[config.mk]
export PLATFORM = sky130hd
export DESIGN_NAME = wave_display_render
export DESIGN_NICKNAME = d
export VERILOG_FILES = /design/src/rtl/wave_display_render_pkg.sv /design/src/rtl/dffr.sv /design/src/rtl/dffre.sv /design/src/rtl/wave_display_render_hit_test.sv /design/src/rtl/wave_display_render.sv
export SDC_FILE = /design/constraint.sdc
export NUM_CORES = 1
export LEC_CHECK = 0
export BUFFER_PORTS_ARGS = -buffer_cell sky130_fd_sc_hd__buf_2
export CORE_AREA = 10 10 78 80
export CTS_CLUSTER_DIAMETER = 100
export CTS_CLUSTER_SIZE = 12
export DETAILED_ROUTE_END_ITERATION = 6
export DIE_AREA = 0 0 88 90
export PLACE_DENSITY = 0.79
export SYNTH_ARGS = -nofsm -noshare
export SYNTH_HDL_FRONTEND = slang
export SYNTH_SLANG_ARGS = --single-unit
[constraint.sdc]
create_clock -name clk -period 5.4 [get_ports clk]
set_input_delay 0.54 -clock clk [delete_from_list [all_inputs] [get_ports clk]]
set_output_delay 0.54 -clock clk [all_outputs]
set_load 0.01 [all_outputs]
[src/rtl/wave_display_render_pkg.sv]
// rtl/wave_display_render_pkg.sv - shared types and constants for the waveform display renderer
// Purpose: display state encoding, draw-window geometry and the sample-to-row mapping.
// Contents: disp_state_t, X_WIN_BASE, Y_WIN_ROWS, SAMPLES_PER_BUF, SAMPLE_W, trace_row().
package wave_display_render_pkg;

    typedef enum logic {
        DRAW = 1'b0,
        IDLE = 1'b1
    } disp_state_t;

    localparam logic [10:0] X_WIN_BASE      = 11'd512;
    localparam logic [9:0]  Y_WIN_ROWS      = 10'd512;
    localparam int          SAMPLES_PER_BUF = 256;
    localparam int          SAMPLE_W        = $clog2(SAMPLES_PER_BUF);

    // Larger sample values plot higher on screen, so the row index is inverted.
    function automatic logic [7:0] trace_row(input logic [7:0] sample);
        return 8'd255 - sample;
    endfunction

endpackage

[src/rtl/dffr.sv]
// rtl/dffr.sv - resettable register
// Purpose: WIDTH-bit flop, synchronous active-high reset to zero.
// Ports: clk, reset, d (next value), q (registered value).
module dffr #(
    parameter int WIDTH = 1
) (
    input  logic             clk,
    input  logic             reset,
    input  logic [WIDTH-1:0] d,
    output logic [WIDTH-1:0] q
);

    always_ff @(posedge clk) begin
        if (reset) begin
            q <= '0;
        end else begin
            q <= d;
        end
    end

endmodule

[src/rtl/dffre.sv]
// rtl/dffre.sv - resettable register with load enable
// Purpose: WIDTH-bit flop, synchronous active-high reset to zero, loads d when en is high.
// Ports: clk, reset, en (load enable), d (next value), q (registered value).
module dffre #(
    parameter int WIDTH = 1
) (
    input  logic             clk,
    input  logic             reset,
    input  logic             en,
    input  logic [WIDTH-1:0] d,
    output logic [WIDTH-1:0] q
);

    always_ff @(posedge clk) begin
        if (reset) begin
            q <= '0;
        end else if (en) begin
            q <= d;
        end
    end

endmodule

[src/rtl/wave_display_render_hit_test.sv]
// rtl/wave_display_render_hit_test.sv - inclusive between test of a pixel row against two trace rows
// Purpose: combinational check that ry lies between t_a and t_b inclusive, in either order,
//          which fills vertical gaps between neighbouring samples.
// Ports: ry (pixel row level), t_a / t_b (trace rows of previous / current sample), hit.
module wave_hit_test (
    input  logic [7:0] ry,
    input  logic [7:0] t_a,
    input  logic [7:0] t_b,
    output logic       hit
);

    logic [7:0] lo;
    logic [7:0] hi;

    assign lo  = (t_a < t_b) ? t_a : t_b;
    assign hi  = (t_a < t_b) ? t_b : t_a;
    assign hit = (ry >= lo) && (ry <= hi);

endmodule

[src/rtl/wave_display_render.sv]
// rtl/wave_display_render.sv - renders the captured waveform into the VGA draw window
// Purpose: reads the display-owned half of the sample RAM per pixel, decides trace hits and
//          emits registered rgb two clocks after the coordinate. wave_display_idle tells the
//          capture stage when it may swap buffers.
// Optional: define WAVE_DISPLAY_MIDLINE_EN to draw a centre line in MID_RGB under the trace.
// Ports: clk, reset (sync, active-high), valid/x/y (VGA coordinate), read_index (RAM half),
//        read_value (RAM data, one clock after read_address), read_address,
//        valid_pixel, r, g, b, wave_display_idle.
module wave_display_render
    import wave_display_render_pkg::*;
#(
    parameter logic [23:0] WAVE_RGB = 24'hFFFFFF,
    parameter logic [23:0] MID_RGB  = 24'h00FF00
) (
    input  logic        clk,
    input  logic        reset,
    input  logic        valid,
    input  logic [10:0] x,
    input  logic [9:0]  y,
    input  logic        read_index,
    input  logic [7:0]  read_value,
    output logic [8:0]  read_address,
    output logic        valid_pixel,
    output logic [7:0]  r,
    output logic [7:0]  g,
    output logic [7:0]  b,
    output logic        wave_display_idle
);

    // Stage 0: address the RAM directly from the incoming coordinate.
    assign read_address = {read_index, x[SAMPLE_W:1]};

    logic in_window;
    assign in_window = (x[10:9] == X_WIN_BASE[10:9]) && (y < Y_WIN_ROWS);

    // Stage 1: coordinate attributes aligned with the RAM data that returns this cycle.
    logic [11:0] s1_d;
    logic [11:0] s1_q;
    logic        s1_valid;
    logic        s1_in_win;
    logic        s1_new;
    logic        s1_first;
    logic [7:0]  s1_ry;

    assign s1_d = {valid, in_window, in_window && !x[0], x[SAMPLE_W:1] == '0, y[8:1]};

    dffr #(.WIDTH(12)) u_s1 (.clk(clk), .reset(reset), .d(s1_d), .q(s1_q));

    assign {s1_valid, s1_in_win, s1_new, s1_first, s1_ry} = s1_q;

    // Sample history. The even column of a sample uses the freshly returned value, so the
    // hit test works on the values the registers are about to take, not their old contents.
    logic [7:0] prev_q;
    logic [7:0] cur_q;
    logic [7:0] eff_prev;
    logic [7:0] eff_cur;

    assign eff_cur  = s1_new ? read_value : cur_q;
    assign eff_prev = s1_new ? (s1_first ? read_value : cur_q) : prev_q;

    dffre #(.WIDTH(16)) u_hist (
        .clk(clk), .reset(reset), .en(s1_new),
        .d({eff_prev, eff_cur}), .q({prev_q, cur_q})
    );

    logic in_range;
    logic hit;

    wave_hit_test u_hit (
        .ry(s1_ry), .t_a(trace_row(eff_prev)), .t_b(trace_row(eff_cur)), .hit(in_range)
    );

    assign hit = s1_valid && s1_in_win && in_range;

    // Stage 2: registered pixel outputs.
    logic        vp_d;
    logic [23:0] rgb_d;

`ifdef WAVE_DISPLAY_MIDLINE_EN
    logic mid;
    assign mid   = s1_valid && s1_in_win && (s1_ry == 8'd127);
    assign vp_d  = hit || mid;
    assign rgb_d = hit ? WAVE_RGB : (mid ? MID_RGB : 24'h0);
`else
    assign vp_d  = hit;
    assign rgb_d = hit ? WAVE_RGB : 24'h0;
`endif

    dffr #(.WIDTH(25)) u_out (
        .clk(clk), .reset(reset), .d({vp_d, rgb_d}), .q({valid_pixel, r, g, b})
    );

    // Idle while the beam is below the window; blanking cycles never move the state.
    disp_state_t state;

    always_ff @(posedge clk) begin
        if (reset) begin
            state <= DRAW;
        end else if (valid) begin
            case (state)
                DRAW: if (y >= Y_WIN_ROWS) state <= IDLE;
                IDLE: if (y <  Y_WIN_ROWS) state <= DRAW;
                default: state <= DRAW;
            endcase
        end
    end

    assign wave_display_idle = (state == IDLE);

endmodule

==> flow_summary.ini, run 1 <==
[run_status]
outcome = finished, final reports clean

[placed_design]
port_buffers = 64
dp_hpwl_mm = 3.35
placed_cells = 298
gp_congestion = 0.858

[hold_path]
holdCritStartpoint = x[0]
worstHoldPathType = in -> reg

[critical_path]
path_cells = mux2i_1 > inv_1 > ha_1 > nand4_1 > o31ai_4 > mux2i_1 > ha_1 > a211oi_1 > nand2_1 > a21oi_1 > a2111oi_0 > o311a_1
arrival_ns = 4.53
path_max_fanout = 26
cpPeakStageDelay_ns = 0.96
path_buf_inv = 1
crit_family = compound AO/OA/AOI/OAI gates
critical_path_class = reg -> reg
cp_slowest_cell = dfxtp_1
start_kind = register
end_kind = register
required_ns = 5.62
r2r-start = u_s1.q[9]
startpoint = u_s1.q[9]

[synth]
ys_ff_latch = 30
synthesis.area_um2 = 2000
synth_warnings = 0
syn_avg_cell_area_um2 = 9.05
syn-instance-count = 221
synthesis.nets = 277
ys_seq_area_share_pct = 30.0
yosysUniqueCellTypes = 28

[route]
vias = 1485
remaining_drc_errors = 0
firstDrtPassIters = 4
drt_iter0_markers = 84
ant_nets = 0
drt-total-wl_mm = 4.06
wl_per_cell_um = 13.3
vias_per_cell = 4.88

[global_route]
grt_max_degree = 30
antenna_found_initial = 0
grt_pass1_wl_mm = 6.98
gr-total-overflow = 0
grtUsageTotal_pct = 10.8
grt_pass1_vias = 1527

[pwr]
peakVddDrop_uv = 154
power_uw = 490
powerDensity_nw_per_um2 = 226
p_leak_nw = 1.15

[clock_network]
tritoncts = built
clk_latency_ns = 0.28
post_cts_buffers = 0
clkSlewWorstSetupHoldPaths_ns = 0.05
cts_inserted_buffers = 5
cts_resized = 0
cts_root_buffer = clkbuf_8
cts_buffer_depth = 2
htree_levels = 2
cts_sinks = 30
ctsHoldBuffers = 0

[sta]
min_period_over_period_pct = 79.8
rsz0062_at_grt = no
slew_headroom_pct = 34.4
fmax_mhz = 232
hold_viol = 0
finalSetupViolCount = 0
setup_tns_ns = 0
tightest_slew_ns = 0.982
final.setup_skew_ns = 0.00339
min_period_ns = 4.31
maxSlewViolCount = 0

[cells_and_area]
area_delta_synth_final_pct = 8.64
nets = 307
mostFrequentLayoutCells = buf_2 (64), mux2i_1 (32), dfxtp_1 (30)
final_cells = 304
final_util_pct = 47.2
final_common_cell = buf_2
diodes = 0
drive_gt1_share_pct = 29.2

[die]
start_util_pct = 43.5
die_area_um2 = 7920
core_um2 = 4600
dieHeight_um = 90
die_w_um = 88
num_rows = 25
ioPinCount = 68

[job]
drv_cap = 0
-- registers in the layout, indices dropped and copies added, names as in the netlist --
name	cells
u_hist.q	16
u_s1.q	12
u_out.q	1
wave_display_idle	1
-- final timing paths --
check | end | slack, ns | cells past startpoint
worst max register to register | u_out.q[23] | 1.09 | 12
worst min-delay path | u_s1.q[9] | 0.41 | 2
worst min register to register | wave_display_idle | 0.50 | 2
worst max-delay path | u_out.q[23] | 1.09 | 12
-- metrics by stage --
stage	setup slack (ns)	hold slack [ns]	area [um^2]
2_1_floorplan	1.83	0.517	2000
3_3_place_gp	1.26	0.473	2090
3_5_place_dp	1.12	0.487	2090
4_1_cts	1.08	0.402	2170
5_1_grt	0.617	0.414	2170
6_report	1.09	0.410	2170
-- kinds of logic (layout without fill, tap and decap cells) --
group / Yosys count / count (layout) / share of synthesized area, %
AND/OR/NAND/NOR: 55 / 55 / 13.2
buffers and inverters: 51 / 80 / 16.8
AO/OA/AOI/OAI: 29 / 29 / 9.01
adder cells (fa/ha/maj): 23 / 23 / 14.4
flip-flops: 30 / 30 / 30.0
multiplexers: 33 / 33 / 16.6
-- report_power, final --
part           leakage, nW  internal, mW  switching [mW]
clock               0.0431        0.0978          0.0733
combinational        0.861        0.0420          0.0450
sequential           0.245         0.228         0.00423
-- cell usage after synthesis (all sizes together) --
cell type	instances	area, um^2
buf	36	279
a31oi	1	6.26
a2111oi	1	8.76
inv	10	37.5
o21ai	11	55.1
nor2	20	77.6
nand2	14	52.6
a21oi	10	50.1
ha	23	288
nor3b	1	7.51
a211oi	2	15.0
o311a	1	10.0
mux2	1	11.3
clkbuf	5	18.8
nor2b	13	81.3
o211ai	1	7.51
nand4	3	18.8
dfxtp	30	601
o31ai	1	21.3
mux2i	32	320
o22ai	1	6.26
nor4	2	12.5
nor4b	1	8.76
nand3	1	5.00
-- final cells by class --
| type | count | area, um^2 |
|---|---|---|
| clock buffer | 6 | 82.6 |
| sequential | 30 | 601 |
| multi-input combinational | 140 | 1060 |
| fill | 447 | 2430 |
| timing repair buffer | 64 | 320 |
| tap | 54 | 67.6 |
| inverter | 10 | 37.5 |
-- per-layer routing --
| metal | global-route usage [%] | vias to the layer above | part of all wire (%) | routed length (um) |
|---|---|---|---|---|
| li1 | - | 786 | - | - |
| met1 | 11.6 | 658 | 43 | 1760 |
| met2 | 17.8 | 32 | 50 | 2020 |
| met3 | 3.97 | 9 | 4.6 | 186 |
| met4 | 5.19 | 0 | 2.1 | 87 |
| met5 | 0 | - | 0 | 0 |
(Power assumes the default switching activity.)
==> inputs of run 2 (changes only) <==
--- a/config.mk
+++ b/config.mk
@@ -5,13 +5,14 @@
 export SDC_FILE = /design/constraint.sdc
 export NUM_CORES = 1
 export LEC_CHECK = 0
+export ABC_AREA = 1
 export BUFFER_PORTS_ARGS = -buffer_cell sky130_fd_sc_hd__buf_2
-export CORE_AREA = 10 10 78 80
+export CORE_AREA = 10 10 82 84
 export CTS_CLUSTER_DIAMETER = 100
 export CTS_CLUSTER_SIZE = 12
 export DETAILED_ROUTE_END_ITERATION = 6
-export DIE_AREA = 0 0 88 90
-export PLACE_DENSITY = 0.79
+export DIE_AREA = 0 0 92 94
+export PLACE_DENSITY = 0.8
 export SYNTH_ARGS = -nofsm -noshare
 export SYNTH_HDL_FRONTEND = slang
 export SYNTH_SLANG_ARGS = --single-unit
==> constraint.sdc (replaced) <==
create_clock -name clk -period 3.8 [get_ports clk]
set_input_delay 0.38 -clock clk [delete_from_list [all_inputs] [get_ports clk]]
set_output_delay 0.38 -clock clk [all_outputs]
set_load 0.01 [all_outputs]
==> run 2 against run 1 <==
  * Critical path depth grew 7
  * Routed wire length grew 22%
  * Synthesized area grew 11%
  * Global-route usage grew 0.58 points
  * Sequential power grew 41%
==> flow_summary.ini, run 2 <==
[clock_network]
htree_levels = 2
cts_sinks = 30
ctsHoldBuffers = 0
cts_buffer_depth = 2
cts_resized = 0
clk_latency_ns = 0.29
cts_root_buffer = clkbuf_8
post_cts_buffers = 0
clkSlewWorstSetupHoldPaths_ns = 0.07
tritoncts = built
cts_inserted_buffers = 5

[sta]
hold_viol = 0
tightest_slew_ns = 0.551
fmax_mhz = 300
final.setup_skew_ns = 0.00611
finalSetupViolCount = 0
slew_headroom_pct = 63.3
layout_setup_ws_ns = 0.463
min_period_ns = 3.34
min_period_over_period_pct = 87.8
fin_hold_ws_ns = 0.240
maxSlewViolCount = 0
setup_tns_ns = 0
rsz0062_at_grt = no

[global_route]
grt_pass1_wl_mm = 8.18
grt_max_degree = 31
grtUsageTotal_pct = 11.4
antenna_found_initial = 0
gr-total-overflow = 0
grt_pass1_vias = 2003

[cells_and_area]
regMostFlops = u_hist.q
fill_cells = 527
nets = 402
final_cell_area_um2 = 2430
top_regs = u_hist.q: 16 flops, u_s1.q: 12 flops
multiInputGateArea_um2 = 1150
mostFrequentLayoutCells = buf_2 (64), nor2_1 (50), nand2_1 (41)
largest_reg_flops = 16
seqCellArea_um2 = 601
diodes = 0
final_cells = 417
final_common_cell = buf_2
drive_gt1_share_pct = 30.0
final_util_pct = 47.8
area_delta_synth_final_pct = 8.93

[placed_design]
gp_congestion = 0.822
placed_cells = 409
dp_hpwl_mm = 3.90
port_buffers = 64
dp_slack_ns = 0.531
dpl_cell_area_um2 = 2340

[synth]
ys_seq_area_share_pct = 27.0
synthesis.area_um2 = 2230
synth_common_cells = nor2_1 (50), nand2_1 (41), inv_1 (39), buf_4 (34), dfxtp_1 (30)
yosysUniqueCellTypes = 25
syn-instance-count = 315
syn_avg_cell_area_um2 = 7.07
ys_ff_latch = 30
synthFlopType = dfxtp_1
post-synth-top-count-cell = nor2_1
synth_async_sr_flop_share_pct = 0
synth_warnings = 0
synth_top_area_share_pct = 27.0
synthesis.nets = 371
yosysTopAreaCell = dfxtp_1
synth.area.top_cells = dfxtp_1 (27%), ha_1 (13%), buf_4 (11%)
synth-edff-count = 0

[pwr]
power_uw = 739
peakVddDrop_uv = 258
powerDensity_nw_per_um2 = 304
p_leak_nw = 1.31

[critical_path]
r2r_slack_ns = 0.46
path_cells = nor2_1 > nor2_1 > o21ai_0 > o21ai_0 > inv_1 > ha_1 > nand2_1 > nor2_1 > a211oi_4 > buf_4 > nand3_1 > nand2_1 > ha_1 > o21ai_0 > a21boi_0 > o21ai_0 > nand2_1 > a21oi_1 > nor2_1
end_kind = register
cpPeakStageDelay_ns = 0.56
path_buf_inv = 2
start_kind = register
path_max_fanout = 9
critical_path_class = reg -> reg
cp_slowest_cell = dfxtp_1
arrival_ns = 3.52
required_ns = 3.98
crit_family = compound AO/OA/AOI/OAI gates

[route]
wl_per_cell_um = 11.8
wl_met3_um = 215
vias = 1937
top_layer = met4
remaining_drc_errors = 0
drt_iter0_markers = 99
ant_nets = 0
route.met2.wl_mm = 2.58
firstDrtPassIters = 4
drt-total-wl_mm = 4.94
vias_per_cell = 4.65
wl_met1_mm = 2.06

[die]
ioPinCount = 68
start_util_pct = 43.9
die_w_um = 92
die_area_um2 = 8650
num_rows = 26
core_um2 = 5070
dieHeight_um = 94

[job]
drv_cap = 0

[hold_path]
worstHoldPathType = in -> reg

[run_status]
outcome = finished, final reports clean
run 2: cell count changes after synthesis, moves of 16 or more:
| cell | change |
|---|---|
| inv_1 | +29 |
| mux2i_1 | -32 |
| nand2_1 | +27 |
| o21ai_0 | +16 |
| nand3_1 | +17 |
| nor2_1 | +31 |
run 2: kinds of logic after synthesis:
family                     count (synthesis)  share of synthesized area [%]
and+or+nand+nor                          139                           29.0
buffers and inverters                     84                           21.6
AOI/OAI and AO/OA                         39                           9.55
DFF                                       30                           27.0
adders and majority gates                 23                           12.9
run 2: layer usage:
layer  global-route usage, %  up-vias
li1                        -     1013
met1                    10.9      871
met2                    21.7       46
met3                    3.44        7
met4                    5.14        0
met5                       0        -
run 2: worst paths after layout:
path | from | end | cells past startpoint
setup reg to reg | u_s1.q[8] | u_out.q[23] | 19
hold reg to reg | wave_display_idle | wave_display_idle | 2
setup / recovery | u_s1.q[8] | u_out.q[23] | 19
hold / removal | x[0] | u_s1.q[9] | 2
run 2: where the power goes:
group | internal, mW | total [mW] | switching (mW)
registers | 0.323 | 0.327 | 0.00431
clock network | 0.146 | 0.272 | 0.127
logic | 0.0522 | 0.139 | 0.0867
run 2: layout make-up:
cell class	count	area share (%)
clock buffers	7	3.56
clock inverters	1	0.206
inverters	41	6.55
multi-input cells	201	47.2
flip-flops and latches	30	24.7
well taps	70	3.61
repair buffers	67	14.1
==> inputs of run 3 (changes only) <==
--- a/config.mk
+++ b/config.mk
@@ -12,7 +12,7 @@
 export CTS_CLUSTER_SIZE = 12
 export DETAILED_ROUTE_END_ITERATION = 6
 export DIE_AREA = 0 0 92 94
-export PLACE_DENSITY = 0.8
+export PLACE_DENSITY = 0.72
 export SYNTH_ARGS = -nofsm -noshare
 export SYNTH_HDL_FRONTEND = slang
 export SYNTH_SLANG_ARGS = --single-unit
==> run 3 against run 2 <==
  * Register-to-register slack is essentially flat
  * Count of clock-buffer cells in the layout is 1 lower
  * Largest cell class unchanged
  * Sequential share of layout area is 0.090 points higher
  * Die area unchanged
  * Critical path type unchanged
==> flow_summary.ini, run 3 (synthesized netlist as in run 2, its figures left out) <==
[run_status]
outcome = finished, final reports clean

[clock_network]
post_cts_buffers = 0
cts_resized = 0
cts_inserted_buffers = 5
cts_buffer_depth = 2
htree_levels = 2
clkSlewWorstSetupHoldPaths_ns = 0.06
ctsHoldBuffers = 0
cts_sinks = 30
tritoncts = built
clk_latency_ns = 0.28
cts_root_buffer = clkbuf_8

[critical_path]
end_kind = register
critical_path_class = reg -> reg
start_kind = register
required_ns = 3.97
path_max_fanout = 9
arrival_ns = 3.52

[die]
die_w_um = 92
ioPinCount = 68
core_um2 = 5070
start_util_pct = 43.9
die_area_um2 = 8650
num_rows = 26
dieHeight_um = 94

[cells_and_area]
mostFrequentLayoutCells = buf_2 (64), nor2_1 (50), nand2_1 (41)
diodes = 0
regMostFlops = u_hist.q
area_delta_synth_final_pct = 8.53
final_util_pct = 47.7
nets = 402
final_common_cell = buf_2
top_regs = u_hist.q: 16 flops, u_s1.q: 12 flops
drive_gt1_share_pct = 29.9
largest_reg_flops = 16
final_cells = 415

[sta]
min_period_over_period_pct = 88.1
final.setup_skew_ns = 0.00780
hold_viol = 0
fmax_mhz = 299
fin_hold_ws_ns = 0.257
setup_tns_ns = 0
maxSlewViolCount = 0
rsz0062_at_grt = no
finalSetupViolCount = 0
tightest_slew_ns = 0.566
min_period_ns = 3.35
slew_headroom_pct = 62.3

[placed_design]
placed_cells = 409
port_buffers = 64
dp_hpwl_mm = 3.75
gp_congestion = 0.796

[route]
ant_nets = 0
remaining_drc_errors = 0
drt_iter0_markers = 48
wl_per_cell_um = 11.4
vias_per_cell = 4.61
vias = 1914
drt-total-wl_mm = 4.73
firstDrtPassIters = 5

[global_route]
grt_max_degree = 31
grtUsageTotal_pct = 11.0
antenna_found_initial = 0
grt_pass1_vias = 1894
grt_pass1_wl_mm = 7.88
gr-total-overflow = 0

[pwr]
p_clk_share_pct = 35.3
swShare_pct = 28.3
powerDensity_nw_per_um2 = 296
peakVddDrop_uv = 184
p_switching_uw = 203
comb_power_share_pct = 19.0
p_seq_share_pct = 45.7
p_leak_nw = 1.30
cell_internal_pwr_uw = 514

[job]
drv_cap = 0

[hold_path]
worstHoldPathType = in -> reg
-- run 3: cell count changes in the layout (fill, tap and decap cells not counted) --
cell | previous run | this run
clkbuf_1 | 1 | 0
clkinv_2 | 1 | 0
-- run 3: layout make-up --
cell class | count | area [um^2]
sequential | 30 | 601
timing repair buffer | 67 | 343
multi-input combinational | 201 | 1150
fill | 519 | 2660
clock buffer | 6 | 82.6
inverter | 41 | 159
tap | 70 | 87.6
-- run 3: path summary, 6_finish.rpt --
kind         slack [ns]               from  cells after the start                end
max reg2reg        0.45          u_s1.q[8]                     19        u_out.q[23]
min reg2reg        0.46  wave_display_idle                      2  wave_display_idle
min                0.26               x[0]                      2          u_s1.q[9]
max                0.45          u_s1.q[8]                     19        u_out.q[23]
-- run 3: per-layer routing --
metal  up-vias  track usage, %  wire length (um)
met3         2            4.80               236
li1       1017               -                 -
met4         0            3.34                14
met2        47            19.7              2380
met5         -               0                 0
met1       848            11.2              2100
-- run 3: power by group through the flow --
stage	clock network (mW)	registers (mW)	logic, mW
2_1_floorplan	0	0.333	0.114
3_3_place_gp	0	0.334	0.131
3_5_place_dp	0	0.334	0.135
4_1_cts	0.264	0.327	0.137
5_1_grt	0.278	0.328	0.155
6_report	0.253	0.327	0.136
-- run 3: worst max-delay path, cell delays in order, from the launching register on --
cell and delay, ns:
dfxtp_1 0.57, nor2_1 0.07, nor2_1 0.09, o21ai_0 0.08, o21ai_0 0.16, inv_1 0.12
ha_1 0.37, nand2_1 0.09, nor2_1 0.06, a211oi_4 0.30, buf_4 0.22, nand3_1 0.08
nand2_1 0.08, ha_1 0.22, o21ai_0 0.19, a21boi_0 0.11, o21ai_0 0.15, nand2_1 0.09
a21oi_1 0.13, nor2_1 0.05
-- run 3: metrics by stage --
stage / total power [mW] / cell area [um^2] / setup WS [ns]
after floorplan: 0.448 / 2230 / 0.653
after global placement: 0.465 / 2340 / 0.558
after detailed placement: 0.469 / 2340 / 0.514
after CTS: 0.729 / 2420 / 0.431
after global routing: 0.761 / 2420 / 0.0741
final: 0.717 / 2420 / 0.451
